<file path="config.mk">
export PLATFORM = sky130hd
export DESIGN_NAME = pixel_fetch_responder
export DESIGN_NICKNAME = d
export VERILOG_FILES = /design/src/rtl/mp_pkg.sv /design/src/rtl/pix_addr_gen.sv /design/src/rtl/pixel_fetch_responder.sv
export SDC_FILE = /design/constraint.sdc
export NUM_CORES = 1
export LEC_CHECK = 0
export ABC_CLOCK_PERIOD_IN_PS = 4800
export CAP_MARGIN = 10
export CORE_UTILIZATION = 47
export DETAILED_ROUTE_END_ITERATION = 7
export PLACE_DENSITY = 0.93
export SLEW_MARGIN = 20
export SYNTH_ARGS = -nofsm -noshare
export SYNTH_HDL_FRONTEND = slang
export SYNTH_SLANG_ARGS = --single-unit
</file>
<file path="constraint.sdc">
create_clock -name i_clk -period 4.8 [get_ports i_clk]
set_input_delay 0.96 -clock i_clk [delete_from_list [all_inputs] [get_ports i_clk]]
set_output_delay 0.96 -clock i_clk [all_outputs]
set_load 0.03 [all_outputs]
</file>
<file path="src/rtl/mp_pkg.sv">
// Motion-prediction shared constants and types.
// Imported by the pixel fetch responder and the motion predictor.
package mp_pkg;

   localparam int          WIDTH     = 640;
   localparam int          HEIGHT    = 480;
   localparam logic [10:0] NOT_FOUND = 11'd2023;

   // pixel word {8'h00, r, g, b}
   localparam int PIX_R_LSB = 16;
   localparam int PIX_G_LSB = 8;
   localparam int PIX_B_LSB = 0;

   // stats word {16'h0000, mean, var}
   localparam int ST_MEAN_LSB = 8;
   localparam int ST_VAR_LSB  = 0;

   // S_OOR delays an out-of-range reply by one cycle.
   // This gives a fixed two-cycle out-of-range latency.
   typedef enum logic [2:0] {
      S_IDLE,
      S_OOR,
      S_REQ_PIX,
      S_WAIT_PIX,
      S_REQ_BG,
      S_WAIT_BG,
      S_RESP
   } fetch_state_t;

endpackage

</file>
<file path="src/rtl/pix_addr_gen.sv">
// Frame word-address generator: base + y*640 + x, shift-add only.
// Also flags coordinates outside the frame.
module pix_addr_gen #(
   parameter int WIDTH  = mp_pkg::WIDTH,
   parameter int HEIGHT = mp_pkg::HEIGHT,
   parameter int ADDR_W = 32
) (
   input  logic [10:0]       x,
   input  logic [10:0]       y,
   input  logic [ADDR_W-1:0] base,
   output logic [ADDR_W-1:0] addr,
   output logic              oor
);

   localparam logic [10:0] W11 = 11'(WIDTH);
   localparam logic [10:0] H11 = 11'(HEIGHT);

   logic [20:0] yw;
   logic [20:0] offset;

   assign yw     = {10'd0, y};
   assign offset = (yw << 9) + (yw << 7) + {10'd0, x};
   assign addr   = base + {{(ADDR_W-21){1'b0}}, offset};
   assign oor    = (x >= W11) || (y >= H11);

endmodule

</file>
<file path="src/rtl/pixel_fetch_responder.sv">
// Pixel request responder: reads live RGB then background stats
// for one coordinate and returns them with a one-cycle strobe.
module pixel_fetch_responder #(
   parameter int                WIDTH    = 640,
   parameter int                HEIGHT   = 480,
   parameter int                ADDR_W   = 32,
   parameter logic [ADDR_W-1:0] PIX_BASE = '0,
   parameter logic [ADDR_W-1:0] BG_BASE  = ADDR_W'(32'h0004_B000)
) (
   input  logic              i_clk,
   input  logic              i_rst,
   input  logic              i_coord_valid,
   input  logic [10:0]       i_x,
   input  logic [10:0]       i_y,
   output logic              o_busy,
   output logic              o_valid,
   output logic [7:0]        o_r,
   output logic [7:0]        o_g,
   output logic [7:0]        o_b,
   output logic [7:0]        o_pix_x,
   output logic [7:0]        o_pix_x2,
   output logic              o_oor,
   output logic              o_drop,
   output logic              o_read,
   output logic [ADDR_W-1:0] o_address,
   input  logic              i_waitrequest,
   input  logic [31:0]       i_readdata,
   input  logic              i_readdatavalid
);

   import mp_pkg::*;

   fetch_state_t state;
   fetch_state_t next;

   logic [10:0]       x_q;
   logic [10:0]       y_q;
   logic [10:0]       ax;
   logic [10:0]       ay;
   logic [ADDR_W-1:0] abase;
   logic [ADDR_W-1:0] addr;
   logic              oor;
   logic              oor_q;
   logic              take;
   logic              load_addr;
   logic [7:0]        r_q;
   logic [7:0]        g_q;
   logic [7:0]        b_q;
   logic [7:0]        mean_q;
   logic [7:0]        var_q;
   logic              unused_hi;

   assign take  = (state == S_IDLE) && i_coord_valid;
   assign ax    = (state == S_IDLE) ? i_x : x_q;
   assign ay    = (state == S_IDLE) ? i_y : y_q;
   assign abase = (state == S_IDLE) ? PIX_BASE : BG_BASE;

   assign load_addr =
      ((state == S_IDLE)     && (next == S_REQ_PIX)) ||
      ((state == S_WAIT_PIX) && (next == S_REQ_BG));

   assign unused_hi = ^i_readdata[31:24];

   pix_addr_gen #(
      .WIDTH  (WIDTH),
      .HEIGHT (HEIGHT),
      .ADDR_W (ADDR_W)
   ) u_addr (
      .x    (ax),
      .y    (ay),
      .base (abase),
      .addr (addr),
      .oor  (oor)
   );

   // state register
   always_ff @(posedge i_clk) begin
      if (i_rst) state <= S_IDLE;
      else       state <= next;
   end

   // next-state: pixel read, then stats read, then respond
   always_comb begin
      next = state;
      unique case (state)
         S_IDLE:
            if (i_coord_valid) next = oor ? S_OOR : S_REQ_PIX;
         S_OOR:
            next = S_RESP;
         S_REQ_PIX:
            if (!i_waitrequest) next = S_WAIT_PIX;
         S_WAIT_PIX:
            if (i_readdatavalid) next = S_REQ_BG;
         S_REQ_BG:
            if (!i_waitrequest) next = S_WAIT_BG;
         S_WAIT_BG:
            if (i_readdatavalid) next = S_RESP;
         S_RESP:
            next = S_IDLE;
         default:
            next = S_IDLE;
      endcase
   end

   // state-decoded requester outputs
   always_comb begin
      o_valid = (state == S_RESP);
      o_busy  = (state != S_IDLE);
      o_oor   = (state == S_RESP) && oor_q;
   end

   // registered memory command, held while the read is stalled
   always_ff @(posedge i_clk) begin
      if (i_rst) begin
         o_read    <= 1'b0;
         o_address <= PIX_BASE;
      end else begin
         o_read <= (next == S_REQ_PIX) || (next == S_REQ_BG);
         if (load_addr) o_address <= addr;
      end
   end

   // coordinate latch, read-data capture and sticky drop flag
   always_ff @(posedge i_clk) begin
      if (i_rst) begin
         x_q    <= '0;
         y_q    <= '0;
         oor_q  <= 1'b0;
         r_q    <= '0;
         g_q    <= '0;
         b_q    <= '0;
         mean_q <= '0;
         var_q  <= '0;
         o_drop <= 1'b0;
      end else begin
         if (take) begin
            x_q   <= i_x;
            y_q   <= i_y;
            oor_q <= oor;
            if (oor) begin
               r_q    <= '0;
               g_q    <= '0;
               b_q    <= '0;
               mean_q <= '0;
               var_q  <= 8'hFF;
            end
         end
         if ((state == S_WAIT_PIX) && i_readdatavalid) begin
            r_q <= i_readdata[PIX_R_LSB +: 8];
            g_q <= i_readdata[PIX_G_LSB +: 8];
            b_q <= i_readdata[PIX_B_LSB +: 8];
         end
         if ((state == S_WAIT_BG) && i_readdatavalid) begin
            mean_q <= i_readdata[ST_MEAN_LSB +: 8];
            var_q  <= i_readdata[ST_VAR_LSB +: 8];
         end
         if (i_coord_valid && (state != S_IDLE)) o_drop <= 1'b1;
      end
   end

   assign o_r      = r_q;
   assign o_g      = g_q;
   assign o_b      = b_q;
   assign o_pix_x  = mean_q;
   assign o_pix_x2 = var_q;

endmodule
</file>
==> metrics, run 1 <==
Place WS=555.0 ps; Critical Path RT=5100 ps; ys async rst share=0%; Worst EP arrival=between 4000 and 5000 ps; #FFs+latches synth=89; LEAKAGE=0.002130 uW; CTS Buf Count=9; final count of hold timing violations=0; max_cap viols=0; Critical Path Sink=o_address[15]$_SDFFE_PP0P_; # setup viols final=0; DIE AREA=just under 10,000 um^2; synth unique cells=47; area added between synthesis and finish=31.30%; Gates resized, CTS repair=0; commonest non-fill, non-tap cell in the layout=clkdlybuf4s50_1; cell taking the most area after synthesis=dfxtp_1; Clock Latency Late Sink=360 ps; DRC viols=9; Cell Rows=34; number of top-level pins=approximately 140; Routed WL=11,780 um; Post-synth EDFFs=0; Worst R2R End=o_address[15]$_SDFFE_PP0P_; total gr overflow=0; R2R depth=12; fmax=229.6 MHz; Detailed Route Iter0 Violations=219; antenna-violating nets left=0; synth warn=0; DRT Pass-1 Iters=8; Starting Density=approximately half; Clock power frac=21.2%; fill cell count=706; CTS root buf=clkbuf_8; drt wl/cell=16.05 um; die width=98.28 um; top cells by area, synth=dfxtp_1, a21oi_1, nand2_1; peak supply drop=0.2174 mV; syn avg cell area=just over 8 um^2; slew at the pin closest to its max-slew limit=1054 ps; Core ar.=8848 um^2; clock transition at the registers of the reported paths=90 ps; CP Class=reg -> reg; Max FO, Critical Path=15; most frequent cells in the layout=clkdlybuf4s50_1, nand2_1, dfxtp_1, a21oi_1, nand3_1; Cell Int Power=1555 uW; worst clock skew=10.39 ps; Post-CTS Setup Bufs=0; Final nets=705; RR Startpoint=state[1]$_SDFF_PP0_; violated checks=DRC; RSZ-0062 raised after global routing=no; final hold slack=459.8 ps; routability congestion estimate=0.8701; Overall Power=2575 uW; Power Dens Cells=approximately 450 nW/um^2; TritonCTS clock tree=built; Yosys top cell area share=about two fifths; CP startpoint=state[1]$_SDFF_PP0_; startpoint types=flip-flop; Tcrit/Tclk final=around nine tenths; Die Height=98.28 um; gr usage total=24.81%; I/O Buffers=116; Syn Inst Count=between 500 and 600; Switching Share=39.61%; HPWL after DPL=8399 um; Hold Path Class=reg -> reg; Fin Setup TNS=0 ps; FF-to-FF setup slack=about 450 ps; Synth Flop Type=dfxtp_1; sequential power share=32.7%; Setup WS post-layout=445.3 ps; cell area after synthesis=approximately 4400 um^2; largest net degree at the start of global routing=79; Worst setup EP type=flip-flop; CTS H-tree lvls=3; antenna violations before repair=0; Slew headroom=roughly 30%; DR vias=about 4,200; via/cell ratio=~5.7; sw power=roughly 1000 uW; Gate power share=46.1%; layout cells sized above 1=7.029%; Max Buffers Root-to-Sink=2; Seq/Total Area, Yosys=roughly 40%; CTS Hold Bufs=0; final slew viol count=0; status=finished with violations; Tmin final=4355 ps; number of diodes=0; clk sinks=89; number of global-route vias before repair=4,208; first-pass GRT wire length=19,330 um
==> registers in the layout (all words and copies together), names as in the netlist <==
| name | cells |
|---|---|
| o_drop | 1 |
| o_b | 8 |
| o_address | 21 |
| state | 3 |
| o_r | 8 |
| o_read | 1 |
| o_pix_x2 | 8 |
| oor_q | 1 |
| x_q | 11 |
| o_g | 8 |
| y_q | 11 |
| o_pix_x | 8 |
==> metrics by stage <==
| stage | std cells | util, % | instance area [um^2] |
|---|---|---|---|
| 3_3_place_gp | 718 | 62.26 | 5509 |
| 4_1_cts | 734 | 64.65 | 5720 |
| 5_1_grt | 734 | 64.65 | 5720 |
| 3_5_place_dp | 718 | 62.26 | 5509 |
| 6_report | 734 | 64.65 | 5720 |
| 2_1_floorplan | 534 | - | 4394 |
==> synth_stat cells, drive strengths merged (9+ instances only) <==
cell,n
nand3,41
dfxtp,89
ha,19
a211oi,13
mux2,13
nand2,93
buf,20
o21ai,18
inv,13
mux2i,9
clkbuf,27
nor2,30
a21oi,75
==> worst max-delay path, stage by stage (launching register included) <==
cell      delay (ps)
dfxtp_1          450
or3_1            550
inv_2            320
buf_4            250
mux2i_1          320
inv_1            100
fa_1             440
ha_1             370
o21ai_0          440
o21bai_1         160
a2111o_1         450
a2111o_1         370
nand3_1           80
==> worst min path at each step <==
stage	from	end	slack, ps	depth (start not counted)
after global placement	x_q[8]$_SDFFE_PP0P_	x_q[8]$_SDFFE_PP0P_	440	2
final	x_q[2]$_SDFFE_PP0P_	x_q[2]$_SDFFE_PP0P_	460	2
after global routing	x_q[0]$_SDFFE_PP0P_	x_q[0]$_SDFFE_PP0P_	490	2
after detailed placement	x_q[2]$_SDFFE_PP0P_	x_q[2]$_SDFFE_PP0P_	450	2
after floorplan	x_q[10]$_SDFFE_PP0P_	x_q[10]$_SDFFE_PP0P_	430	2
after CTS	x_q[2]$_SDFFE_PP0P_	x_q[2]$_SDFFE_PP0P_	460	2
==> kinds of logic after synthesis <==
kind of cell	count (synthesis)	synth area share, %
simple gates	192	20.10
compound gates	129	17.58
flops	89	40.90
buf+inv	60	6.490
fa+ha+maj	25	8.214
mux	22	5.428
xor+xnor	6	1.206
other cells	1	0.08607
==> routing by layer <==
layer	vias to the layer above	global-route usage (%)	part of all wire [%]
met5	-	0	0
met4	0	13.20	3.1
met3	33	4.724	6.4
met2	183	43.07	50
met1	1970	28.99	40
li1	1997	-	-
==> final cells by class <==
cell class              instances  area [um^2]  share of cell area [%]
multi-input cells             385         2335                   40.81
flip-flops and latches         89         1782                   31.15
repair buffers                123         1209                   21.13
clock buffers                  10        137.6                   2.406
well taps                     108        135.1                   2.362
clock inverters                 6        73.82                   1.290
inverters                      13        48.80                  0.8530
==> power by group through the flow <==
| stage | Combinational, uW | Sequential [uW] | Clock, uW |
|---|---|---|---|
| detailed placement | 1160 | 857 | 0 |
| global route | 1290 | 848 | 590 |
| CTS | 1170 | 840 | 556 |
| finish | 1190 | 841 | 546 |
| floorplan | 816 | 899 | 0 |
| global placement | 1100 | 852 | 0 |
Note: power is estimated with default switching activity, not from simulation.
==> inputs of run 2 (changes only) <==
--- a/config.mk
+++ b/config.mk
@@ -8,6 +8,7 @@
 export ABC_CLOCK_PERIOD_IN_PS = 4800
 export CAP_MARGIN = 10
 export CORE_UTILIZATION = 47
+export CTS_CLUSTER_DIAMETER = 50
 export DETAILED_ROUTE_END_ITERATION = 7
 export PLACE_DENSITY = 0.93
 export SLEW_MARGIN = 20
==> results of run 2 <==
Same layout as run 1: the final DEF is identical, and so are final timing and power.
==> inputs of run 3 (changes only) <==
--- a/config.mk
+++ b/config.mk
@@ -11,6 +11,7 @@
 export CTS_CLUSTER_DIAMETER = 50
 export DETAILED_ROUTE_END_ITERATION = 7
 export PLACE_DENSITY = 0.93
+export SKIP_LAST_GASP = 1
 export SLEW_MARGIN = 20
 export SYNTH_ARGS = -nofsm -noshare
 export SYNTH_HDL_FRONTEND = slang
==> results of run 3 <==
Same layout as run 1: the final DEF is identical, and so are final timing and power.
